$ cat src/rtl/multi_cycle_pkg.sv
`default_nettype none
// ============================================================================
// Module      : multi_cycle_pkg
// Description : Shared types and constants for the gen2 multi-cycle core:
//               the FSM state enum, the opcode enum, instruction field
//               positions and register-file geometry.
// Revision    : 1.0 - initial release
// ============================================================================
package multi_cycle_pkg;

    localparam int NUM_REGS  = 8;
    localparam int REG_IDX_W = 3;

    // Instruction field positions within the decoded low 16 bits
    localparam int c_op_msb   = 15;
    localparam int c_op_lsb   = 12;
    localparam int c_rd_msb   = 11;
    localparam int c_rd_lsb   = 9;
    localparam int c_rs1_msb  = 8;
    localparam int c_rs1_lsb  = 6;
    localparam int c_rs2_msb  = 5;
    localparam int c_rs2_lsb  = 3;
    localparam int c_imm6_msb = 5;
    localparam int c_imm9_msb = 8;

    typedef enum logic [2:0] {
        ST_IDLE      = 3'd0,
        ST_FETCH     = 3'd1,
        ST_DECODE    = 3'd2,
        ST_EXECUTE   = 3'd3,
        ST_WRITEBACK = 3'd4,
        ST_HALTED    = 3'd5
    } state_t;

    typedef enum logic [3:0] {
        OP_NOP  = 4'd0,
        OP_ADD  = 4'd1,
        OP_SUB  = 4'd2,
        OP_AND  = 4'd3,
        OP_OR   = 4'd4,
        OP_XOR  = 4'd5,
        OP_ADDI = 4'd6,
        OP_LI   = 4'd7,
        OP_BEQZ = 4'd8,
        OP_OUT  = 4'd9,
        OP_HALT = 4'd15
    } opcode_t;

    // True for opcodes that write their result into rd
    function automatic logic op_writes_rd(input logic [3:0] op);
        return (op >= OP_ADD) && (op <= OP_LI);
    endfunction

endpackage
`default_nettype wire

$ cat src/rtl/multi_cycle_alu.sv
`default_nettype none
// ============================================================================
// Module      : multi_cycle_alu
// Description : Purely combinational ALU. ADD/ADDI add, LI passes b, OUT
//               passes a through so writeback can take res from the ALU.
// Revision    : 1.0 - initial release
// ============================================================================
module multi_cycle_alu
    import multi_cycle_pkg::*;
#(
    parameter int DATA_LEN = 16
) (
    input  logic [3:0]          i_op,
    input  logic [DATA_LEN-1:0] i_a,
    input  logic [DATA_LEN-1:0] i_b,
    output logic [DATA_LEN-1:0] o_result
);

    // Opcode-selected result, modulo 2^DATA_LEN
    always_comb begin
        o_result = '0;
        case (i_op)
            OP_ADD, OP_ADDI: o_result = i_a + i_b;
            OP_SUB:          o_result = i_a - i_b;
            OP_AND:          o_result = i_a & i_b;
            OP_OR:           o_result = i_a | i_b;
            OP_XOR:          o_result = i_a ^ i_b;
            OP_LI:           o_result = i_b;
            OP_OUT:          o_result = i_a;
            default:         o_result = '0;
        endcase
    end

endmodule
`default_nettype wire

$ cat src/rtl/multi_cycle_core_gen2.sv
`default_nettype none
// ============================================================================
// Module      : multi_cycle_core_gen2
// Description : Second-generation multi-cycle core. FETCH/DECODE/EXECUTE/
//               WRITEBACK FSM, 8-entry register file (R0 hard zero),
//               programmable instruction memory, registered res output with
//               a one-cycle valid strobe, start/halt control and BEQZ branch.
//               Optional macro CYCLE_COUNTER_EN adds the cycle_count port.
// Revision    : 1.0 - initial release
// ============================================================================
module multi_cycle_core_gen2
    import multi_cycle_pkg::*;
#(
    parameter int INSTRUCTION_LEN      = 16,
    parameter int INSTRUCTION_MEM_SIZE = 8,
    parameter int DATA_LEN             = 16
) (
    input  logic                                    clk,
    input  logic                                    reset,
    input  logic                                    prog_we,
    input  logic [$clog2(INSTRUCTION_MEM_SIZE)-1:0] prog_addr,
    input  logic [INSTRUCTION_LEN-1:0]              prog_data,
    input  logic                                    start,
    output logic [DATA_LEN-1:0]                     res,
    output logic                                    res_valid,
    output logic                                    halted,
    output logic                                    busy
`ifdef CYCLE_COUNTER_EN
    ,
    output logic [31:0]                             cycle_count
`endif
);

    localparam int c_pc_w = $clog2(INSTRUCTION_MEM_SIZE);
    localparam logic [c_pc_w-1:0] c_pc_one = 1;

    state_t                     r_state;
    logic [c_pc_w-1:0]          r_pc;
    logic [15:0]                r_ir;
    logic [DATA_LEN-1:0]        r_regs [NUM_REGS];
    logic [DATA_LEN-1:0]        r_a;
    logic [DATA_LEN-1:0]        r_b;
    logic [DATA_LEN-1:0]        r_alu;
    logic [DATA_LEN-1:0]        r_res;
    logic                       r_res_valid;
    logic                       r_halted;
    logic                       r_busy;
    logic [INSTRUCTION_LEN-1:0] r_imem [INSTRUCTION_MEM_SIZE];

    logic [3:0]                 w_op;
    logic [REG_IDX_W-1:0]       w_rd;
    logic [REG_IDX_W-1:0]       w_rs1;
    logic [REG_IDX_W-1:0]       w_rs2;
    logic [DATA_LEN-1:0]        w_imm6_ext;
    logic [DATA_LEN-1:0]        w_imm9_ext;
    logic [DATA_LEN-1:0]        w_alu_result;
    logic [INSTRUCTION_LEN-1:0] w_fetch_word;
    logic [c_pc_w-1:0]          w_br_off;
    logic [c_pc_w-1:0]          w_br_tgt;
    logic                       w_idle_like;

    assign w_op        = r_ir[c_op_msb:c_op_lsb];
    assign w_rd        = r_ir[c_rd_msb:c_rd_lsb];
    assign w_rs1       = r_ir[c_rs1_msb:c_rs1_lsb];
    assign w_rs2       = r_ir[c_rs2_msb:c_rs2_lsb];
    assign w_imm6_ext  = DATA_LEN'($signed(r_ir[c_imm6_msb:0]));
    assign w_imm9_ext  = DATA_LEN'($signed(r_ir[c_imm9_msb:0]));
    assign w_fetch_word = r_imem[r_pc];
    assign w_idle_like = (r_state == ST_IDLE) || (r_state == ST_HALTED);

    // Only the low 16 instruction bits are decoded; wider words are tolerated
    generate
        if (INSTRUCTION_LEN > 16) begin : g_ir_upper
            logic w_unused_ir_upper;
            assign w_unused_ir_upper = &{1'b0, w_fetch_word[INSTRUCTION_LEN-1:16]};
        end
    endgenerate

    // Branch offset sign-extended (or truncated) to pc width; pc wraps
    generate
        if (c_pc_w <= 6) begin : g_br_off_narrow
            assign w_br_off = r_ir[c_pc_w-1:0];
        end else begin : g_br_off_wide
            assign w_br_off = {{(c_pc_w-6){r_ir[5]}}, r_ir[5:0]};
        end
    endgenerate

    assign w_br_tgt = r_pc + c_pc_one + w_br_off;

    multi_cycle_alu #(
        .DATA_LEN (DATA_LEN)
    ) u_alu (
        .i_op     (w_op),
        .i_a      (r_a),
        .i_b      (r_b),
        .o_result (w_alu_result)
    );

    // Program load; only honoured while the core is not executing
    always_ff @(posedge clk) begin
        if (prog_we && w_idle_like) begin
            r_imem[prog_addr] <= prog_data;
        end
    end

    // Main FSM with registered status outputs and register file
    always_ff @(posedge clk) begin
        if (reset) begin
            r_state     <= ST_IDLE;
            r_pc        <= '0;
            r_ir        <= '0;
            r_a         <= '0;
            r_b         <= '0;
            r_alu       <= '0;
            r_res       <= '0;
            r_res_valid <= 1'b0;
            r_halted    <= 1'b0;
            r_busy      <= 1'b0;
            for (int i = 0; i < NUM_REGS; i++) begin
                r_regs[i] <= '0;
            end
        end else begin
            r_res_valid <= 1'b0;
            case (r_state)
                ST_IDLE, ST_HALTED: begin
                    if (start) begin
                        r_state  <= ST_FETCH;
                        r_pc     <= '0;
                        r_busy   <= 1'b1;
                        r_halted <= 1'b0;
                    end
                end
                ST_FETCH: begin
                    r_ir    <= w_fetch_word[15:0];
                    r_state <= ST_DECODE;
                end
                ST_DECODE: begin
                    if (w_op == OP_HALT) begin
                        r_state  <= ST_HALTED;
                        r_busy   <= 1'b0;
                        r_halted <= 1'b1;
                    end else begin
                        // BEQZ tests rd, everything else reads rs1
                        r_a <= (w_op == OP_BEQZ) ? r_regs[w_rd] : r_regs[w_rs1];
                        case (w_op)
                            OP_ADDI: r_b <= w_imm6_ext;
                            OP_LI:   r_b <= w_imm9_ext;
                            default: r_b <= r_regs[w_rs2];
                        endcase
                        r_state <= ST_EXECUTE;
                    end
                end
                ST_EXECUTE: begin
                    r_alu   <= w_alu_result;
                    r_state <= ST_WRITEBACK;
                end
                ST_WRITEBACK: begin
                    // R0 is never written so it always reads as zero
                    if (op_writes_rd(w_op) && (w_rd != '0)) begin
                        r_regs[w_rd] <= r_alu;
                    end
                    if ((w_op == OP_BEQZ) && (r_a == '0)) begin
                        r_pc <= w_br_tgt;
                    end else begin
                        r_pc <= r_pc + c_pc_one;
                    end
                    if (w_op == OP_OUT) begin
                        r_res       <= r_alu;
                        r_res_valid <= 1'b1;
                    end
                    r_state <= ST_FETCH;
                end
                default: begin
                    r_state  <= ST_IDLE;
                    r_busy   <= 1'b0;
                    r_halted <= 1'b0;
                end
            endcase
        end
    end

    assign res       = r_res;
    assign res_valid = r_res_valid;
    assign halted    = r_halted;
    assign busy      = r_busy;

`ifdef CYCLE_COUNTER_EN
    logic [31:0] r_cycle_count;

    // Saturating count of busy cycles, restarted by each accepted start
    always_ff @(posedge clk) begin
        if (reset) begin
            r_cycle_count <= '0;
        end else if (w_idle_like && start) begin
            r_cycle_count <= '0;
        end else if (!w_idle_like && (r_cycle_count != 32'hFFFF_FFFF)) begin
            r_cycle_count <= r_cycle_count + 32'd1;
        end
    end

    assign cycle_count = r_cycle_count;
`endif

endmodule
`default_nettype wire

$ cat config.mk
export PLATFORM = sky130hd
export DESIGN_NAME = multi_cycle_core_gen2
export DESIGN_NICKNAME = d
export VERILOG_FILES = /design/src/rtl/multi_cycle_pkg.sv /design/src/rtl/multi_cycle_alu.sv /design/src/rtl/multi_cycle_core_gen2.sv
export SDC_FILE = /design/constraint.sdc
export NUM_CORES = 1
export LEC_CHECK = 0
export BUFFER_PORTS_ARGS = -buffer_cell sky130_fd_sc_hd__buf_4
export CORE_MARGIN = 10
export CORE_UTILIZATION = 45
export CTS_CLUSTER_SIZE = 10
export DETAILED_ROUTE_END_ITERATION = 8
export SLEW_MARGIN = 20
export SYNTH_ARGS = -nofsm -noshare
export SYNTH_HDL_FRONTEND = slang
export SYNTH_SLANG_ARGS = --single-unit
$ cat constraint.sdc
create_clock -name clk -period 3.2 [get_ports clk]
set_clock_uncertainty 0.05 [all_clocks]
set_input_delay 0.8 -clock clk [delete_from_list [all_inputs] [get_ports clk]]
set_output_delay 0.8 -clock clk [all_outputs]
set_load 0.02 [all_outputs]
# ---- Yosys cells after proc, flatten, opt, wreduce, memory -nomap -nowiden
# Memories as Yosys holds them, arrays and structs flattened. A register that Yosys moved wholly into a read port is not among the register bits.
# Index checks and enable logic that the tools add are counted.
dict set report totals {
  reg_bits 73
  word_cells 85
  ram_bits 256
  input_bits 23
  n_memories 2
  output_inout_bits 19
}
# memory words word_bits rd rd_ports_with_merged_regs wr line
set memory_table {}
lappend memory_table {r_imem 8 16 1 1 1 multi_cycle_core_gen2.sv:48} ;# logic [INSTRUCTION_LEN-1:0] r_imem [INSTRUCTION_MEM_SIZE];
lappend memory_table {r_regs 8 16 3 0 8 multi_cycle_core_gen2.sv:40} ;# logic [DATA_LEN-1:0] r_regs [NUM_REGS];
dict set report op_classes {
  muxes 27
  order_cmp 2
  reduce_logical 18
  add_sub_neg 4
  eq_ne 17
  bitwise_logic 6
}
# operator count
set ops {}
lappend ops {{16-bit case mux with 7 select lines} 1}
lappend ops {{16-bit two-way mux} 2}
lappend ops {{16-bit case mux with 2 select lines} 1}
lappend ops {{16-bit adder} 1}
lappend ops {{16-bit AND} 1}
lappend ops {{4-bit by 3-bit equality test with 1-bit output (second input constant)} 4}
lappend ops {{16-bit logical NOT} 1}
lappend ops {{16-bit OR} 1}
lappend ops {{16-bit OR reduction} 1}
lappend ops {{16-bit subtractor} 1}
lappend ops {{16-bit XOR} 1}
lappend ops {{3-bit two-way mux} 5}
lappend ops {{3-bit case mux with 5 select lines} 1}
lappend ops {{1-bit two-way mux} 14}
lappend ops {{4-bit equality test (second input constant)} 3}
lappend ops {{4-bit by 2-bit equality test with 1-bit output (second input constant)} 2}
lappend ops {{3-bit by 2-bit equality test with 1-bit output (second input constant)} 2}
lappend ops {{3-bit equality test (second input constant)} 2}
lappend ops {{1-bit case mux with 3 select lines} 2}
lappend ops {{3-bit case mux with 2 select lines} 1}
lappend ops {{2-bit AND reduction} 3}
lappend ops {{2-bit OR reduction} 3}
lappend ops {{4-bit by 1-bit equality test with 1-bit output (second input constant)} 1}
lappend ops {{4-bit by 1-bit greater-or-equal comparator with 1-bit output (second input constant)} 1}
lappend ops {{other kinds (13)} 19}

# ---- Depth between registers and ports, before layout
# Gate-level depths: netlist (run 1).
dict set report depth {
  ltp_word 9
  mapped_depth 14
  ltp_nobuf 12
}

# ---- Hierarchy
# From an unflattened synthesis (run 1), not the netlist that was laid out.
dict set report hier_totals {
  cells_unflattened 1390
  hier_area_um2 18052.3
}
# module seq_area_each_um2 instances cells_each area_per_inst_um2
set by_module_without_submodules {}
lappend by_module_without_submodules {multi_cycle_core_gen2 9469.1 1 1096 15891.5}
lappend by_module_without_submodules {multi_cycle_alu 0.0 1 294 2160.8}

# ---- Worst setup path after synthesis (run 1)
# OpenSTA, ideal clock, no wires.
dict set report synth_path {
  path_type {register -> register}
  startpoint {register r_ir[14] (read register of r_imem)}
  endpoint {register r_alu[14]}
  period_less_slack_ns 3.475
  setup_ns 0.120
  n_path_buf 2
  path_stages_with_launch 13
  t_arrival_ns 3.306
  path_slack_ns -0.275
  required_time_ns 3.030
  cell_sequence {dfxtp_1 -> buf_2 -> buf_2 -> nor4b_1 -> a41oi_1 -> xnor2_1 -> ha_1 -> a21o_1 -> a31o_2 -> a221o_1 -> a31oi_1 -> o21ai_0 -> a211o_1}
}
dict set report synth_via {
  elab_chain_cells 3
  word_cells_on_any_way 10
  cone_classes {8 x eq/ne; 1 x mux; 1 x reduce/logical}
}
# item line
set synth_lines {}
lappend synth_lines {{from (decl)} multi_cycle_core_gen2.sv:39} ;# logic [15:0] r_ir;
lappend synth_lines {{4-bit by 1-bit equality test with 1-bit output or 4-bit by 3-bit equality test with 1-bit output (tied branches)} multi_cycle_alu.sv:22} ;# case (i_op)
lappend synth_lines {{2-bit OR reduction} multi_cycle_alu.sv:22}
lappend synth_lines {{16-bit case mux with 7 select lines (*)} multi_cycle_alu.sv:22}
lappend synth_lines {{to (signal assigned)} multi_cycle_core_gen2.sv:154} ;# r_alu <= w_alu_result;
lappend synth_lines {{to (decl)} multi_cycle_core_gen2.sv:43} ;# logic [DATA_LEN-1:0] r_alu;
# Mark *: on every way between the ends. The rest lies on a longest branch, timed or not.
# A chain may end at the register's enable or synchronous reset.

# ---- Final worst setup path (run 1)
dict set report layout_path {
  startpoint {register r_b[1]}
  endpoint {register r_alu[14]}
}
dict set report layout_via {
  elab_chain_cells 2
  word_cells_on_any_way 3
  cone_classes {2 x add/sub; 1 x mux}
}
# item line
set layout_lines {}
lappend layout_lines {{from (decl)} multi_cycle_core_gen2.sv:42} ;# logic [DATA_LEN-1:0] r_b;
lappend layout_lines {{from (signal assigned)} multi_cycle_core_gen2.sv:146} ;# OP_ADDI: r_b <= w_imm6_ext;
lappend layout_lines {{from (signal assigned)} multi_cycle_core_gen2.sv:147} ;# OP_LI: r_b <= w_imm9_ext;
lappend layout_lines {{from (signal assigned)} multi_cycle_core_gen2.sv:148} ;# default: r_b <= r_regs[w_rs2];
lappend layout_lines {{16-bit subtractor or 16-bit adder (tied branches)} {multi_cycle_alu.sv:24, multi_cycle_alu.sv:23}}
lappend layout_lines {{16-bit case mux with 7 select lines (*)} multi_cycle_alu.sv:22}
# Marked as above.

==> flow_summary_export.csv, run 1 <==
group,metric,value,unit
status,status,"finished, final reports clean",
critical_path,reg2reg_to,"r_alu[14]",
grt,antenna_found_initial,1,
critical_path,critical_path_required,3580,ps
clocking,insertion_delay,540,ps
grt,grt.busiest_layer,"met1",
logic_synthesis,synth_top_family_by_area,"multiplexers",
grt,use_met1,28.0,%
clocking,clockBufferDepth,3,
power,irDropWorstVdd,0.326,mV
critical_path,critPathKind,"reg -> reg",
clocking,cts.clk_slew.worst_paths,60,ps
critical_path,path_cells,"inv_1 > ha_1 > a41oi_1 > xnor2_1 > ha_1 > a21o_1 > a31o_2 > a221o_1 > a31oi_4 > o21ai_0 > a211o_1",
logic_synthesis,synth-xor-area-share,1.10,%
critical_path,cpMostUsedCell,"ha_1",
critical_path,rr_worst_depth,11,
grt,gr-usage-all-layers,18.9,%
logic_synthesis,ys_ff_latch,345,
clocking,ctsHoldBuffers,0,
grt,use_met2,27.9,%
timing,period_share,94.9,%
power,leakage,7.00,nW
grt,gr-total-overflow,0,
routing,via_per_inst,5.90,
timing,max_freq,0.329,GHz
clocking,cts_buffers,41,
grt,grt_max_degree,95,
routing,vias,11900,
logic_synthesis,synth_cell_types,74,
grt,grt_first_pass_wirelength,73600,µm
routing,ant_nets,0,
die,core,40000,µm²
placed_design,dp_hpwl,32000,µm
finish,diodes,0,
grt,use_met3,3.85,%
logic_synthesis,synth_enable_flop_cells,256,
critical_path,rrSetupSlack,160,ps
finish,syn_to_final_growth,13.2,%
critical_path,path_max_fanout,5,
die,dieArea,49200,µm²
logic_synthesis,avgSynthCellArea,13.0,µm²
logic_synthesis,synth_compound_area_share,9.71,%
critical_path,crit_arrival,3420,ps
clocking,cts_tree,"built",
timing,tns,0,ps
routing,dr.pass1.iters,5,
min_path,min_from,"res[15]",
critical_path,path_depth,11,
logic_synthesis,synth_top_area_share,42.0,%
critical_path,worst_setup_path_end_kind,"flip-flop",
critical_path,startpoint_type,"flip-flop",
min_path,min_path_type,"reg -> reg",
finish,drive_gt1_share,22.2,%
logic_synthesis,synth.area.top_cells,"edfxtp_1, mux4_2, dfxtp_1",
logic_synthesis,yosysWarnings,0,
min_path,holdPathEnd,"res[15]",
logic_synthesis,syn-cell-area,18300,µm²
timing,setup_viol,0,
logic_synthesis,synthMuxAreaShare,19.3,%
clocking,htree_num_levels,2,
die,rows,73,
logic_synthesis,ys_seq_area_share,51.7,%
finish,final_util,51.8,%
routing,post_drt_wl_per_cell,23.2,µm
finish,n_fill_cell,3391,
critical_path,slowest_delay,400,ps
timing,slew_headroom,46.9,%
logic_synthesis,yosys.area.top_type,"edfxtp_1",
die,die_h,222,µm
die,start_util,45.8,%
timing,final_max_slew_viol_count,0,
power,finalPower,11.4,mW
critical_path,crit_buf_inv,1,
logic_synthesis,synthCells,1403,
grt,grt_pass1_vias,11900,
logic_synthesis,synthAdderAreaFrac,3.69,%
placed_design,io_buffers,41,
routing,first_iter_violations,1124,
placed_design,gp_congestion,0.909,
critical_path,slowest_stage,"dfxtp_1",
critical_path,r2r_start,"r_b[1]",
timing,fin_crit,3040,ps
job,drv_cap,0,
timing,finalHoldViolations,0,
logic_synthesis,synth_ff_type,"edfxtp_1",
routing,routed_wl,46800,µm
finish,final_nets,1540,
min_path,hold_depth,2,
die,ios,42,
die,die_width,222,µm
logic_synthesis,async_flop_share,0,%
routing,drc,0,
timing,tightest_slew,797,ps
clocking,cts.sinks,345,
critical_path,crit_family,"compound AO/OA/AOI/OAI gates",
logic_synthesis,synth-simple-area-share,11.2,%
timing,rsz0062_at_grt,"true",
power,p_per_area,550,nW/µm²
clocking,root_buffer,"clkbuf_16",
metrics by stage:
stage	instances	worst slack [ps]	hold slack, ps	instance area (µm²)
final	2022	162	409	20700
after global routing	2022	-17.7	423	20700
after CTS	2020	15.8	414	20700
after detailed placement	1945	32.8	398	19500
after global placement	1945	81.3	395	19500
after floorplan	1418	81.6	438	18400
per-layer routing:
layer | wire (µm) | share of wire, %
met2 | 20600 | 44
met4 | 767 | 1.6
met3 | 3320 | 7.1
met1 | 22100 | 47
met5 | 0 | 0
worst max path at each step:
stage             start        end  slack (ps)
2_1_floorplan  r_ir[12]  r_alu[14]          80
3_3_place_gp     r_b[1]  r_alu[14]          80
3_5_place_dp     r_b[1]  r_alu[14]          30
4_1_cts          r_b[1]  r_alu[14]          20
5_1_grt          r_b[1]  r_alu[14]         -20
6_report         r_b[1]  r_alu[14]         160
cells in the final DEF (no fill, tap or decap), types with 31 or more instances in the layout:
master	n
clkbuf_1	31
nor2_1	81
clkbuf_16	42
ha_1	50
a211oi_1	57
dfxtp_1	84
and2_1	114
edfxtp_1	256
nand2_1	75
a21oi_1	73
mux2i_1	43
buf_4	95
mux4_2	124
inv_1	47
layout make-up:
class                      count  area, µm²  share of cell area [%]
tap                          525        657                    3.17
clock inverter                 1       16.3                  0.0785
multi-input combinational    928       8370                    40.4
timing repair buffer         102        853                    4.12
clock buffer                  74       1180                    5.70
sequential                   345       9480                    45.7
inverter                      47        176                   0.851
cells by family after synthesis:
group	Yosys count
XOR/XNOR	23
AND/OR/NAND/NOR	377
flip-flops	345
other	1
buffers and inverters	145
multiplexers	194
AO/OA/AOI/OAI	265
adder cells (fa/ha/maj)	53
cell usage after synthesis (all sizes together), types with 6 or more instances:
cell type  count
mux2i         43
or2            9
inv           47
nor4           6
ha            50
buf           40
nor3          21
nand2b        10
nor3b          6
nor2          82
a22oi         25
mux2          27
clkbuf        58
dfxtp         89
a221oi         9
xnor2         18
edfxtp       256
o21ai         28
a211oi        57
a21oi         73
nor2b         27
nand2         75
and2         114
o22ai         14
a31oi          7
mux4         124
registers in the layout, summed over array words and instances (netlist names), 3 cells and up:
register,count
r_alu,16
r_a,16
r_regs,128
r_imem,128
res,16
r_pc,3
r_ir,16
r_state,3
r_b,16
where the power goes:
part	internal, mW	switching [mW]
combinational	0.923	1.10
sequential	4.96	0.196
clock	2.48	1.74
total	8.36	3.04
worst register-to-register path, cell delays in order, from the launching register on:
cell	delay [ps]
dfxtp_1	400
inv_1	100
ha_1	260
a41oi_1	280
xnor2_1	170
ha_1	300
a21o_1	230
a31o_2	220
a221o_1	330
a31oi_4	220
o21ai_0	130
a211o_1	260
what timing repair did:
item	in CTS	in global routing
setup endpoints to repair	0	5
hold endpoints to repair	0	0
gates resized for setup	0	7
buffers inserted	0	2
Note: power is estimated with default switching activity, not from simulation.
==> run 2: changes to the inputs <==
Settings changed: BUFFER_PORTS_ARGS -buffer_cell sky130_fd_sc_hd__buf_4 to -buffer_cell sky130_fd_sc_hd__buf_2, PLACE_DENSITY_LB_ADDON set to 0.3.
==> run 2 against run 1 <==
Against the previous run:
- power grew 1.3%
- first-iteration DRC count fell by 1.3%
- critical path depth increased by 2
- register-to-register slack gained 30 ps
- design area grew 0.39%
- setup slack improved by 30 ps
- non-clock buffer count rose by 19
- sequential cell count did not move
- hold slack worse by 7.5 ps
- global-route usage up 0.25 points
- sequential power is essentially flat
- clock power is 3% higher
==> flow_summary_export.csv, run 2 (synthesis results as in run 1) <==
group,metric,value,unit
timing,period_share,94.0,%
die,dieArea,49200,µm²
clocking,insertion_delay,550,ps
power,leakage,7.10,nW
routing,vias,12300,
grt,grt_pass1_vias,12300,
timing,slew_headroom,33.8,%
finish,layout_commonest_cell,"edfxtp_1",
clocking,htree_num_levels,2,
clocking,clockBufferDepth,3,
routing,via_per_inst,6.01,
grt,grt_max_degree,48,
critical_path,reg2reg_to,"r_alu[12]",
placed_design,gp_congestion,0.927,
power,irDropWorstVdd,0.367,mV
critical_path,worst_setup_path_end_kind,"flip-flop",
critical_path,critical_path_required,3560,ps
clocking,ctsHoldBuffers,0,
critical_path,crit_arrival,3370,ps
placed_design,dp_cells,1963,
min_path,hold_depth,2,
die,core,40000,µm²
critical_path,path_cells,"nor4_4 > buf_4 > buf_4 > a41oi_2 > xnor2_1 > ha_1 > a21o_1 > a31o_2 > a221o_1 > a31oi_2 > buf_4 > o21a_1 > o221ai_1",
timing,tns,0,ps
timing,max_freq,0.332,GHz
routing,dr.pass1.iters,7,
timing,fin_crit,3010,ps
min_path,min_path_type,"reg -> reg",
clocking,cts_buffers,41,
status,status,"finished, final reports clean",
timing,final_max_slew_viol_count,0,
critical_path,critPathKind,"reg -> reg",
grt,grt_first_pass_wirelength,74300,µm
routing,ant_nets,0,
routing,routed_wl,47800,µm
grt,use_met1,26.6,%
finish,syn_to_final_growth,13.7,%
critical_path,startpoint_type,"flip-flop",
critical_path,slowest_stage,"dfxtp_1",
min_path,min_from,"res[5]",
finish,drive_gt1_share,23.7,%
die,rows,73,
finish,seqCellArea,9480,µm²
finish,diodes,0,
critical_path,rr_worst_depth,13,
routing,drc,0,
critical_path,slowest_delay,360,ps
min_path,holdPathEnd,"res[5]",
grt,use_met2,30.0,%
finish,fin_cells,2042,
critical_path,path_max_fanout,5,
die,die_width,222,µm
timing,finalHoldViolations,0,
grt,use_met3,3.34,%
grt,grt.busiest_layer,"met2",
die,start_util,45.8,%
routing,post_drt_wl_per_cell,23.4,µm
timing,rsz0062_at_grt,"false",
critical_path,r2r_start,"r_b[3]",
clocking,cts_tree,"built",
power,finalPower,11.6,mW
finish,multiInputGateArea,8370,µm²
grt,antenna_found_initial,1,
critical_path,rrSetupSlack,190,ps
timing,setup_viol,0,
timing,hold_slack,401,ps
placed_design,dp_hpwl,31900,µm
job,drv_cap,0,
finish,reg_top3,"r_imem (128), r_regs (128)",
power,p_per_area,555,nW/µm²
placed_design,io_buffers,41,
clocking,cts.clk_slew.worst_paths,60,ps
clocking,cts.sinks,345,
critical_path,cpMostUsedCell,"buf_4",
finish,final_nets,1559,
grt,gr-usage-all-layers,19.1,%
finish,n_fill_cell,3348,
die,die_h,222,µm
timing,tightest_slew,991,ps
die,ios,42,
routing,first_iter_violations,1109,
finish,layout_common_cells,"edfxtp_1, mux4_2, and2_1",
clocking,root_buffer,"clkbuf_16",
grt,gr-total-overflow,0,
==> run 2: cell types whose count changed in the layout (fill, tap and decap cells not counted), sizes merged <==
cell	before	now
buf	102	121
clkbuf	74	73
clkinv	1	2
inv	47	48
==> run 2: per-layer routing <==
layer  up-vias  part of all wire, %
met1      6189                   43
met5         -                    0
li1       5540                    -
met4         0                  2.8
met3        96                  7.9
met2       440                   46
==> run 2: layout make-up <==
type,instances,share of cell area (%)
clock inverters,3,0.198
well taps,525,3.16
flip-flops and latches,345,45.5
repair buffers,121,4.25
clock buffers,73,5.80
multi-input cells,928,40.2
inverters,47,0.848
==> run 2: worst max-delay path by stage <==
stage | startpoint | endpoint | slack, ps | cells past startpoint
after floorplan | r_ir[12] | r_alu[14] | 80 | 12
after global placement | r_b[3] | r_alu[15] | 220 | 11
after detailed placement | r_b[3] | r_alu[15] | 170 | 12
after CTS | r_b[3] | r_alu[15] | 150 | 12
after global routing | r_b[3] | r_alu[12] | 20 | 13
final | r_b[3] | r_alu[12] | 190 | 13
==> run 2: what timing repair did <==
item / 4_1_cts / 5_1_grt
gates resized for setup: 0 / 5
endpoints found under the setup margin: 0 / 6
buffers inserted: 0 / 3
==> run 2: where the power goes <==
group          switching [mW]  internal (mW)
Sequential              0.191           4.96
Clock                    1.79           2.55
Combinational            1.11          0.939
Total                    3.10           8.46
==> run 2: stage by stage <==
step	utilization (%)	instance area [µm²]	setup WS (ps)
floorplan	-	18400	81.6
global placement	48.8	19500	224
detailed placement	48.8	19500	166
CTS	51.9	20800	153
global route	52.0	20800	18.5
finish	52.0	20800	192
==> run 2: critical path: cells and delay by family (launching register included) <==
kind	cells	cell delay [ps]
compound gates	7	1270
buf+inv	3	450
flops	1	360
fa+ha+maj	1	320
simple gates	1	270
xor+xnor	1	150
==> run 3: changes to the inputs <==
Settings changed: SETUP_SLACK_MARGIN set to 0.4.
==> run 3 against run 2 <==
Against the previous run:
- count of clock-buffer cells in the layout stayed put
- sequential share of layout area is 0.50 points lower
- critical path type unchanged
- sequential power hardly changed
- design area is 1.3% higher
- maximum frequency is 4.7% higher
- clock power is 3% higher
- critical path depth is 2 lower
- cell count is 0.20% higher
- power is 2.5% higher
==> flow_summary_export.csv, run 3 (synthesis results as in run 1) <==
group,metric,value,unit
status,status,"finished, final reports clean",
min_path,hold_depth,2,
critical_path,startpoint_type,"flip-flop",
die,ios,42,
grt,gr-usage-all-layers,18.8,%
grt,gr-total-overflow,0,
timing,postLayoutSetupSlackWorst,326,ps
finish,syn_to_final_growth,15.1,%
timing,period_share,89.8,%
finish,final_area,21100,µm²
clocking,cts_tree,"built",
critical_path,worst_setup_path_end_kind,"flip-flop",
clocking,clockBufferDepth,3,
finish,final_util,52.7,%
finish,n_fill_cell,3367,
timing,tns,0,ps
clocking,cts.sinks,345,
die,start_util,45.8,%
timing,fin_crit,2870,ps
timing,rsz0062_at_grt,"true",
critical_path,reg2reg_to,"r_alu[14]",
critical_path,path_max_fanout,5,
job,drv_cap,0,
power,leakage,7.18,nW
critical_path,critical_path_required,3570,ps
critical_path,r2r_start,"r_b[3]",
placed_design,dpl_cell_area,19500,µm²
die,dieArea,49200,µm²
placed_design,dp_hpwl,31500,µm
min_path,min_from,"res[5]",
placed_design,io_buffers,41,
timing,final_max_slew_viol_count,0,
power,irDropWorstVdd,0.439,mV
timing,finalHoldViolations,0,
routing,first_iter_violations,976,
die,rows,73,
placed_design,dp_slack,192,ps
critical_path,rrSetupSlack,330,ps
clocking,cts_buffers,42,
routing,post_drt_wl_per_cell,23.3,µm
clocking,htree_num_levels,2,
timing,max_freq,0.348,GHz
clocking,ctsHoldBuffers,0,
critical_path,path_cells,"nor4_4 > buf_4 > a41oi_2 > xnor2_1 > ha_1 > a21o_1 > a31o_2 > a221o_1 > a31oi_4 > o21ai_2 > a211o_1",
finish,layout_commonest_cell,"edfxtp_1",
clocking,cts.clk_slew.worst_paths,60,ps
critical_path,slowest_delay,350,ps
clocking,insertion_delay,570,ps
grt,grt_max_degree,116,
grt,grt_pass1_vias,12200,
critical_path,slowest_stage,"dfxtp_4",
routing,drc,0,
timing,setup_viol,0,
finish,reg_top3,"r_imem (128), r_regs (128)",
die,die_h,222,µm
routing,ant_nets,0,
routing,via_per_inst,5.96,
timing,tightest_slew,816,ps
placed_design,gp_congestion,0.888,
routing,routed_wl,47600,µm
timing,slew_headroom,45.5,%
finish,drive_gt1_share,25.1,%
routing,vias,12200,
min_path,min_path_type,"reg -> reg",
placed_design,dp_cells,1951,
critical_path,critPathKind,"reg -> reg",
die,core,40000,µm²
critical_path,rr_worst_depth,11,
grt,antenna_found_initial,3,
min_path,holdPathEnd,"res[5]",
power,p_per_area,562,nW/µm²
finish,final_nets,1562,
grt,grt_first_pass_wirelength,73200,µm
clocking,root_buffer,"clkbuf_16",
finish,layout_common_cells,"edfxtp_1, mux4_2, and2_1",
finish,fin_cells,2046,
die,die_width,222,µm
critical_path,crit_arrival,3240,ps
routing,dr.pass1.iters,5,
[run 3: cell types whose count changed in the layout (fill, tap and decap cells not counted), moves of 3 or more]
cell | previous run | this run
a21oi_1 | 73 | 69
a21oi_2 | 0 | 4
buf_12 | 6 | 11
buf_4 | 75 | 70
dfxtp_1 | 83 | 77
dfxtp_2 | 6 | 9
dfxtp_4 | 0 | 3
o21ai_0 | 27 | 24
or2_2 | 9 | 6
or2_4 | 0 | 3
[run 3: cell type report]
cell class,instances,area [µm²],area share (%)
Inverter,47,176,0.837
Clock buffer,73,1210,5.73
Sequential cell,345,9490,45.0
Clock inverter,4,100,0.475
Multi-Input combinational cell,928,8460,40.1
Timing Repair Buffer,123,982,4.66
Antenna cell,1,2.50,0.0119
Tap cell,525,657,3.12
[run 3: through the flow]
stage               power, mW  hold slack, ps
floorplan                6.69             438
detailed placement       7.26             396
finish                   11.8             401
global placement         7.23             388
global route             12.3             425
CTS                      11.8             407
[run 3: what timing repair did]
| item | in CTS | in global routing |
|---|---|---|
| pin swaps | 13 | 20 |
| buffers inserted | 8 | 8 |
| gates resized for setup | 16 | 16 |
| endpoints found under the setup margin | 56 | 61 |
| gates cloned | 0 | 1 |
[run 3: worst max-delay path: cells and delay by family, from the launching register on]
kind | cells | cell delay [ps]
flip-flops | 1 | 350
AND/OR/NAND/NOR | 1 | 250
AO/OA/AOI/OAI | 7 | 1420
XOR/XNOR | 1 | 150
adder cells (fa/ha/maj) | 1 | 330
buffers and inverters | 1 | 190
[run 3: metal layers]
layer | vias up | wire, µm | global-route usage [%] | share of wire, %
met5 | - | 0 | 0 | 0
met4 | 0 | 1010 | 5.53 | 2.1
met3 | 74 | 3440 | 3.81 | 7.2
met2 | 404 | 22900 | 30.1 | 48
met1 | 6148 | 20300 | 25.3 | 43
li1 | 5564 | - | - | -
[run 3: power by group]
part / leakage [nW] / switching [mW] / internal, mW / total (mW)
sequential: 3.20 / 0.185 / 4.96 / 5.15
combinational: 3.36 / 1.16 / 1.03 / 2.19
clock: 0.623 / 1.84 / 2.66 / 4.50
[run 3: worst max-delay path by stage]
stage,startpoint,endpoint,slack [ps],cells past startpoint
2_1_floorplan,r_ir[14],r_alu[14],290,12
3_3_place_gp,r_b[3],r_alu[15],210,12
3_5_place_dp,r_b[3],r_alu[15],190,12
4_1_cts,r_b[3],r_alu[14],350,11
5_1_grt,r_b[3],r_alu[15],200,12
6_report,r_b[3],r_alu[14],330,11
